## src/rtl/uart_tx_if.sv

```systemverilog
// Transmit request/status bundle between the control logic and the UART transmitter.
// The master drives the request and tick; the transmitter (slave) drives the line and status.
interface uart_tx_if #(
    parameter int NB_BIT = 8
);
    logic              tx_start;
    logic              s_tick;
    logic [NB_BIT-1:0] din;
    logic              tx;
    logic              tx_busy;
    logic              tx_done_tick;

    modport master (
        output tx_start, s_tick, din,
        input  tx, tx_busy, tx_done_tick
    );

    modport slave (
        input  tx_start, s_tick, din,
        output tx, tx_busy, tx_done_tick
    );
endinterface

```

## src/rtl/uart_tx.sv

```systemverilog
// UART transmitter: start bit, NB_BIT data bits LSB first, optional parity, stop period.
// Bit timing is 16 s_tick pulses per bit; the stop period lasts SB_TICK pulses.
module uart_tx #(
    parameter int NB_BIT     = 8,
    parameter int SB_TICK    = 16,
    parameter int PARITY_EN  = 0,
    parameter int PARITY_ODD = 0
) (
    input  logic       clk,
    input  logic       reset,
    uart_tx_if.slave   bus,
    output logic [2:0] dbg_state
);
    localparam int TICK_MAX = (SB_TICK > 16) ? SB_TICK : 16;
    localparam int TW       = $clog2(TICK_MAX);
    localparam int BW       = $clog2(NB_BIT);

    localparam logic [TW-1:0] BIT_TICK_LAST  = TW'(15);
    localparam logic [TW-1:0] STOP_TICK_LAST = TW'(SB_TICK - 1);
    localparam logic [BW-1:0] BIT_LAST       = BW'(NB_BIT - 1);

    typedef enum logic [2:0] {
        IDLE   = 3'd0,
        START  = 3'd1,
        DATA   = 3'd2,
        PARITY = 3'd3,
        STOP   = 3'd4
    } state_e;

    state_e            state_q, state_d;
    logic [TW-1:0]     tick_q, tick_d;
    logic [BW-1:0]     bit_q, bit_d;
    logic [NB_BIT-1:0] shift_q, shift_d;
    logic              par_q, par_d;
    logic              tx_q, tx_d;
    logic              done_q, done_d;

    // Parity is taken from the word at acceptance, so it survives the shifting.
    always_comb begin
        state_d = state_q;
        tick_d  = tick_q;
        bit_d   = bit_q;
        shift_d = shift_q;
        par_d   = par_q;
        done_d  = 1'b0;
        case (state_q)
            IDLE: begin
                if (bus.tx_start) begin
                    shift_d = bus.din;
                    par_d   = (^bus.din) ^ (PARITY_ODD != 0);
                    tick_d  = '0;
                    state_d = START;
                end
            end
            START: begin
                if (bus.s_tick) begin
                    if (tick_q == BIT_TICK_LAST) begin
                        tick_d  = '0;
                        bit_d   = '0;
                        state_d = DATA;
                    end else begin
                        tick_d = tick_q + 1'b1;
                    end
                end
            end
            DATA: begin
                if (bus.s_tick) begin
                    if (tick_q == BIT_TICK_LAST) begin
                        tick_d  = '0;
                        shift_d = shift_q >> 1;
                        if (bit_q == BIT_LAST) begin
                            state_d = (PARITY_EN != 0) ? PARITY : STOP;
                        end else begin
                            bit_d = bit_q + 1'b1;
                        end
                    end else begin
                        tick_d = tick_q + 1'b1;
                    end
                end
            end
            PARITY: begin
                if (bus.s_tick) begin
                    if (tick_q == BIT_TICK_LAST) begin
                        tick_d  = '0;
                        state_d = STOP;
                    end else begin
                        tick_d = tick_q + 1'b1;
                    end
                end
            end
            STOP: begin
                if (bus.s_tick) begin
                    if (tick_q == STOP_TICK_LAST) begin
                        tick_d  = '0;
                        done_d  = 1'b1;
                        state_d = IDLE;
                    end else begin
                        tick_d = tick_q + 1'b1;
                    end
                end
            end
            default: state_d = IDLE;
        endcase
    end

    // The pin level is derived from the next state so it changes on the same edge.
    always_comb begin
        tx_d = 1'b1;
        case (state_d)
            START:   tx_d = 1'b0;
            DATA:    tx_d = shift_d[0];
            PARITY:  tx_d = par_d;
            default: tx_d = 1'b1;
        endcase
    end

    always_ff @(posedge clk) begin
        if (!reset) begin
            state_q <= IDLE;
            tick_q  <= '0;
            bit_q   <= '0;
            shift_q <= '0;
            par_q   <= 1'b0;
            tx_q    <= 1'b1;
            done_q  <= 1'b0;
        end else begin
            state_q <= state_d;
            tick_q  <= tick_d;
            bit_q   <= bit_d;
            shift_q <= shift_d;
            par_q   <= par_d;
            tx_q    <= tx_d;
            done_q  <= done_d;
        end
    end

    assign bus.tx           = tx_q;
    assign bus.tx_busy      = (state_q != IDLE);
    assign bus.tx_done_tick = done_q;
    assign dbg_state        = state_q;
endmodule

```

## src/flat_wrapper.sv

```systemverilog
// flat-port wrapper written by rule: the top's interface ports become plain ports
module uart_tx_flat 
#(
    parameter int NB_BIT     = 8,
    parameter int SB_TICK    = 16,
    parameter int PARITY_EN  = 0,
    parameter int PARITY_ODD = 0
)
  (clk, reset, dbg_state, bus_tx_start, bus_s_tick, bus_din, bus_tx, bus_tx_busy, bus_tx_done_tick);
  uart_tx_if #(.NB_BIT(NB_BIT)) bus_i ();
  input  logic clk;
  input  logic reset;
  output logic [2:0] dbg_state;
  input wire logic [$bits(bus_i.tx_start)-1:0] bus_tx_start;
  input wire logic [$bits(bus_i.s_tick)-1:0] bus_s_tick;
  input wire logic [$bits(bus_i.din)-1:0] bus_din;
  output wire logic [$bits(bus_i.tx)-1:0] bus_tx;
  output wire logic [$bits(bus_i.tx_busy)-1:0] bus_tx_busy;
  output wire logic [$bits(bus_i.tx_done_tick)-1:0] bus_tx_done_tick;
  assign bus_i.tx_start = bus_tx_start;
  assign bus_i.s_tick = bus_s_tick;
  assign bus_i.din = bus_din;
  assign bus_tx = bus_i.tx;
  assign bus_tx_busy = bus_i.tx_busy;
  assign bus_tx_done_tick = bus_i.tx_done_tick;
  uart_tx #(.NB_BIT(NB_BIT), .SB_TICK(SB_TICK), .PARITY_EN(PARITY_EN), .PARITY_ODD(PARITY_ODD)) u_core (.clk(clk), .reset(reset), .bus(bus_i), .dbg_state(dbg_state));
endmodule
```

## config.mk

```make
export PLATFORM = sky130hd
export DESIGN_NAME = uart_tx_flat
export DESIGN_NICKNAME = d
export VERILOG_FILES = /design/src/rtl/uart_tx_if.sv /design/src/rtl/uart_tx.sv /design/src/flat_wrapper.sv
export SDC_FILE = /design/constraint.sdc
export NUM_CORES = 1
export LEC_CHECK = 0
export BUFFER_PORTS_ARGS = -buffer_cell sky130_fd_sc_hd__buf_4
export CORE_MARGIN = 3
export CORE_UTILIZATION = 40
export CTS_BUF_LIST = sky130_fd_sc_hd__clkbuf_16
export DETAILED_ROUTE_END_ITERATION = 10
export PLACE_DENSITY = 0.6
export SKIP_CTS_REPAIR_TIMING = 1
export SYNTH_ARGS = -nofsm -noshare
export SYNTH_HDL_FRONTEND = slang
export SYNTH_SLANG_ARGS = --single-unit
```

## constraint.sdc

```tcl
create_clock -name clk -period 1.7 [get_ports clk]
set_input_delay 0.425 -clock clk [delete_from_list [all_inputs] [get_ports clk]]
set_output_delay 0.425 -clock clk [all_outputs]
set_load 0.02 [all_outputs]
```

* Word level (Yosys, flattened, before mapping) *
Index checks and enable logic that the tools add are counted.

operators by class
  shift operators = 0
  reduce and logical (&&, ||, !) cells = 11
  eq/ne operators = 16
  $mul = 0
  $lt $le $gt $ge = 0
  bitwise gates (word level) = 0
  muxes and demuxes = 29
  add/subtract/negate cells = 2
  divide/modulo/power cells = 0

operators with widths
  operator                                        count
  two-way mux 3 bit                               15
  two-way mux 8 bit                               3
  one-hot mux 8 bit (2 select lines)              1
  one-hot mux 3 bit (5 select lines)              1
  == test 3 x 2 -> 1 bit (second input constant)  4
  two-way mux 4 bit                               3
  != test 2 bit (second input constant)           4
  one-hot mux 4 bit (2 select lines)              1
  XOR reduction 8 bit                             1
  == test 3 x 1 -> 1 bit (second input constant)  2
  == test 3 bit (second input constant)           2
  != test 2 x 1 -> 1 bit (second input constant)  3
  one-hot mux 3 bit (2 select lines)              1
  AND reduction 3 bit                             2
  AND reduction 6 bit                             1
  nonzero test 2 bit                              3
  adder 4 x 1 -> 4 bit (second input constant)    1
  == test 4 bit (second input constant)           1
  AND reduction 4 bit                             1
  OR reduction 4 bit                              1
  adder 3 x 1 -> 3 bit (second input constant)    1
  zero test 3 bit                                 1
  two-way mux 1 bit                               3
  one-hot mux 1 bit (3 select lines)              1
  nonzero test 3 bit                              1

word-level totals
  RAM bits = 0
  memories kept = 0
  bits in latches = 0
  output and inout port bits = 6
  word-level logic and storage cells = 66
  memory bits (read-only) = 0
  flip-flop bits (word level) = 21

* Longest topological paths before layout *
  depth after elaboration = 7
  mapped depth = 6

* Least setup slack after synthesis *
No wires, ideal clock.

  kind = register to register
  start point = register u_core.state_q[0], in the netlist u_core.dbg_state[0]
  end point = register u_core.tx_q, in the netlist u_core.bus.tx
  stages on the path, launching flop included = 7
  arrival time = 1.617 ns
  required time = 1.559 ns
  path slack = -0.058 ns
  cell sequence = dfxtp_1 > buf_6 > or3_4 > buf_6 > o32a_4 > a221oi_4 > o2111ai_1

on the way
  cells in the longest elaborated chain, start to end = 6
  elaborated cells on any way between the ends = 22
  those cells by class = eq/ne (7); mux (14); reduce/logical (1)

ends and longest elaborated chain
  item                                                              line            source
  start: declaration                                                uart_tx.sv:30   state_e state_q, state_d;
  start signal: assignment                                          uart_tx.sv:127  state_q <= state_d;
  two-way mux 3 bit                                                 uart_tx.sv:71   if (bit_q == BIT_LAST) begin
  two-way mux 3 bit                                                 uart_tx.sv:68   if (tick_q == BIT_TICK_LAST) begin
  two-way mux 3 bit                                                 uart_tx.sv:67   if (bus.s_tick) begin
  one-hot mux 3 bit (5 select lines)                                uart_tx.sv:46   case (state_q)
  == test 3 x 2 -> 1 bit or == test 3 x 1 -> 1 bit (tied branches)  uart_tx.sv:109  case (state_d)
  one-hot mux 1 bit (3 select lines) (*)                            uart_tx.sv:109
  end signal: assignment                                            uart_tx.sv:132  tx_q <= tx_d;
  end: declaration                                                  uart_tx.sv:35   logic tx_q, tx_d;

Mark *: on every way between the ends. The rest lies on a longest branch, timed or not.
A chain may end at the register's enable or synchronous reset.

* Worst setup path after layout *
  start point = register u_core.bit_q[0]
  end point = register u_core.bit_q[2]

on the way
  cells in the longest elaborated chain, start to end = 5
  elaborated cells on any way between the ends = 8
  those cells by class = add/sub (1); eq/ne (2); mux (4); reduce/logical (1)

ends and longest elaborated chain
  item                                line            source
  start: declaration                  uart_tx.sv:32   logic [BW-1:0] bit_q, bit_d;
  start signal: assignment            uart_tx.sv:129  bit_q <= bit_d;
  adder 3 x 1 -> 3 bit                uart_tx.sv:74   bit_d = bit_q + 1'b1;
  two-way mux 3 bit                   uart_tx.sv:71
  two-way mux 3 bit                   uart_tx.sv:68
  two-way mux 3 bit                   uart_tx.sv:67
  one-hot mux 3 bit (2 select lines)  uart_tx.sv:46

Parallel ways exist; a longest one is shown, timed or not. The select of a mux whose other input is x is not followed.

==> impl_metrics.ini <==
[cts]
numCtsBuffers = 3
cts_buffer_depth = 2
cts-root-buf = clkbuf_16
cts-htree-levels = 1
cts_tree = built
clk_latency_ns = 0.26
cts.clk_slew.worst_paths_ns = 0.06
cts_sinks = 21

[synth]
syn_avg_cell_area_um2 = 9.410
synth_cell_types = 39
synth-simple-area-share = 0.2154
synth_edf_count = 0
ys_seq_area_frac = 0.3692
ys_warn_count = 0
synth.mux.area_fraction = 0.008791
syn_inst = 121
yosys.area_share.xor_xnor = 0.05385
synth_compound_area_frac = 0.2637
synthArstFlopShare = 0
synth_top_family_by_area = compound AO/OA/AOI/OAI gates
netlist_area_um2 = 1139
synth_seq_cells = 21
syn_nets = 136
synth_top_flop_cell = dfxtp_1
synth_fa_ha_area_frac = 0.03297

[pwr]
vdd_drop_max_v = 0.0005352
switchingPower_uw = 291.1
intPower_uw = 923.4
pwr-share-comb = 0.149
power.density_nw_per_um2 = 832.5
switching_share = 0.2397
power_frac_seq = 0.435
power.share.clock = 0.416
leakagePower_nw = 0.5527

[detailed_routing]
wirelength_mm = 2.512
first_pass_iters = 4
ant_nets = 0
first_iter_violations = 26
vias = 978
drc = 0
routedWlPerCell_um = 14.19
vias_per_cell = 5.525

[sta]
period_share = 0.9821
finalHoldViolCount = 0
max_freq_ghz = 0.5990
clock_skew_ns = 0.002677
setup_violations = 0
rsz0062_at_grt = true
tightest_slew_ns = 0.2821
final.setup.worst_slack_ns = 0.03043
slew_violations = 0
relSlewSlack = 0.8117
min_period_ns = 1.670

[worst_hold_path]
hold_start = bus_din[7]
min_path_type = input port to flip-flop
worstHoldPathCells = 3
hold_end = u_core.shift_q[7]

[finish]
instances_no_fill = 177
final_common_cell = buf_4
final_cell_mix = 28 x buf_4, 18 x dfxtp_1, 9 x a21boi_0
synthToLayoutAreaGrowth_pct = 28.13
final_cell_area_um2 = 1459
final_nets = 163
diodes = 0
drive_gt1_frac = 0.3129
fin_util = 0.5633

[floorplan]
dieArea_um2 = 3522
core_um2 = 2590
start_util = 0.4396
io-pin-count = 18
die_h_um = 59.35
fp-row-count = 18
die_w_um = 59.35

[setup_path]
crit_path_frequent_cell = ha_2
r2r_slack_ns = 0.03
cp_top_family = compound AO/OA/AOI/OAI gates
cpPeakStageDelay_ns = 0.34
cp_data_arrival_time_ns = 1.81
r2r-end = u_core.bit_q[2]
cp_num_buf_inv = 0
regToRegStartpoint = u_core.bit_q[0]
crit_path_cell_trace = ha_2 > ha_2 > or3b_1 > a211o_1 > a32oi_1 > nor2b_1
end_kind = flip-flop
cp.required_ns = 1.84
cpMaxStageDelayCell = or3b_1
r2r_cells = 6
criticalPathCategory = flip-flop to flip-flop
cp_max_fo = 3
worstSetupStartpointType = flip-flop

[grt]
top_usage_layer = met2
grt_pass1_wl_mm = 4.188
grt_util_met1 = 0.2021
grt_antenna_before_repair = 0
first_global_vias = 940
grt_overflow = 0
use_met3 = 0.04139
track_usage = 0.1577
grtUsageMet2 = 0.2418
grt_max_degree = 22

[flow_run]
cap_viol_max_count = 0

[place]
placed_cells = 173
gp_congestion = 0.7824
hpwlAfterDp_mm = 1.741
postPlaceCellArea_um2 = 1359
port-buffer-count = 17
place_ws_ns = -0.03635

[status]
status = complete, no violations
[power by group through the flow]
| stage | Combinational (mW) | Clock (mW) | Sequential (mW) |
|---|---|---|---|
| after global routing | 0.198 | 0.531 | 0.531 |
| final | 0.181 | 0.505 | 0.528 |
| after detailed placement | 0.179 | 0 | 0.538 |
| after global placement | 0.177 | 0 | 0.538 |
| after floorplan | 0.116 | 0 | 0.540 |
| after CTS | 0.180 | 0.517 | 0.528 |
[logic make-up (layout without fill, tap and decap cells)]
logic type,count (synthesis),after routing
AO/OA/AOI/OAI,37,37
buffers and inverters,12,38
flip-flops,21,21
adder cells (fa/ha/maj),3,3
multiplexers,1,1
XOR/XNOR,7,7
AND/OR/NAND/NOR,40,40
[state kept, by name (all words and copies together) (netlist names)]
register / flops
u_core.par_q: 1
u_core.bus.tx_done_tick: 1
u_core.bus.tx: 1
u_core.dbg_state: 3
u_core.tick_q: 4
u_core.bit_q: 3
u_core.shift_q: 8
[per-layer routing]
layer / vias to the layer above / part of all wire / wire length, µm
met3: 7 / 0.033 / 83
met1: 458 / 0.47 / 1187
li1: 494 / - / -
met2: 19 / 0.47 / 1178
met4: 0 / 0.025 / 63
met5: - / 0 / 0
[Yosys cell counts, types with 4 or more instances]
cell / count / area, µm²
xnor2_1: 7 / 61.31
a22oi_1: 6 / 45.04
a21boi_0: 9 / 67.56
nand2_1: 8 / 30.03
inv_1: 5 / 18.77
dfxtp_1: 21 / 420.4
nor2_1: 4 / 15.01
nand3_1: 5 / 25.02
nor2b_1: 8 / 50.05
o21ai_0: 4 / 20.02
[worst reg2reg max path, delay by kind of cell, from the launching register on]
| family | cells | cell delay [ns] |
|---|---|---|
| flops | 1 | 0.32 |
| fa+ha+maj | 2 | 0.34 |
| simple gates | 2 | 0.42 |
| compound gates | 2 | 0.47 |
[per-stage QoR]
step / hold slack [ns] / TNS (ns) / power [mW]
final: 0.4383 / 0 / 1.215
after global routing: 0.4603 / -0.02325 / 1.260
after CTS: 0.4386 / -0.06154 / 1.225
after detailed placement: 0.4572 / -0.04033 / 0.7174
after global placement: 0.4516 / 0 / 0.7146
after floorplan: 0.4432 / -0.01532 / 0.6563
[final cells by class]
cell class | instances | area (µm²)
tap | 30 | 37.54
multi-input combinational | 88 | 676.9
clock inverter | 1 | 5.005
fill | 250 | 1131
clock buffer | 3 | 75.07
inverter | 5 | 18.77
sequential | 21 | 424.2
timing repair buffer | 29 | 221.5
[worst max path at each step]
| stage | depth (start not counted) | to | start |
|---|---|---|---|
| 3_5_place_dp | 6 | u_core.bit_q[2] | u_core.bit_q[0] |
| 2_1_floorplan | 6 | u_core.bus.tx | u_core.dbg_state[0] |
| 3_3_place_gp | 6 | u_core.bit_q[1] | u_core.bit_q[0] |
| 4_1_cts | 6 | u_core.bit_q[2] | u_core.bit_q[0] |
| 5_1_grt | 5 | u_core.bus.tx | u_core.tick_q[1] |
| 6_report | 6 | u_core.bit_q[2] | u_core.bit_q[0] |
Note: power is estimated with default switching activity, not from simulation.
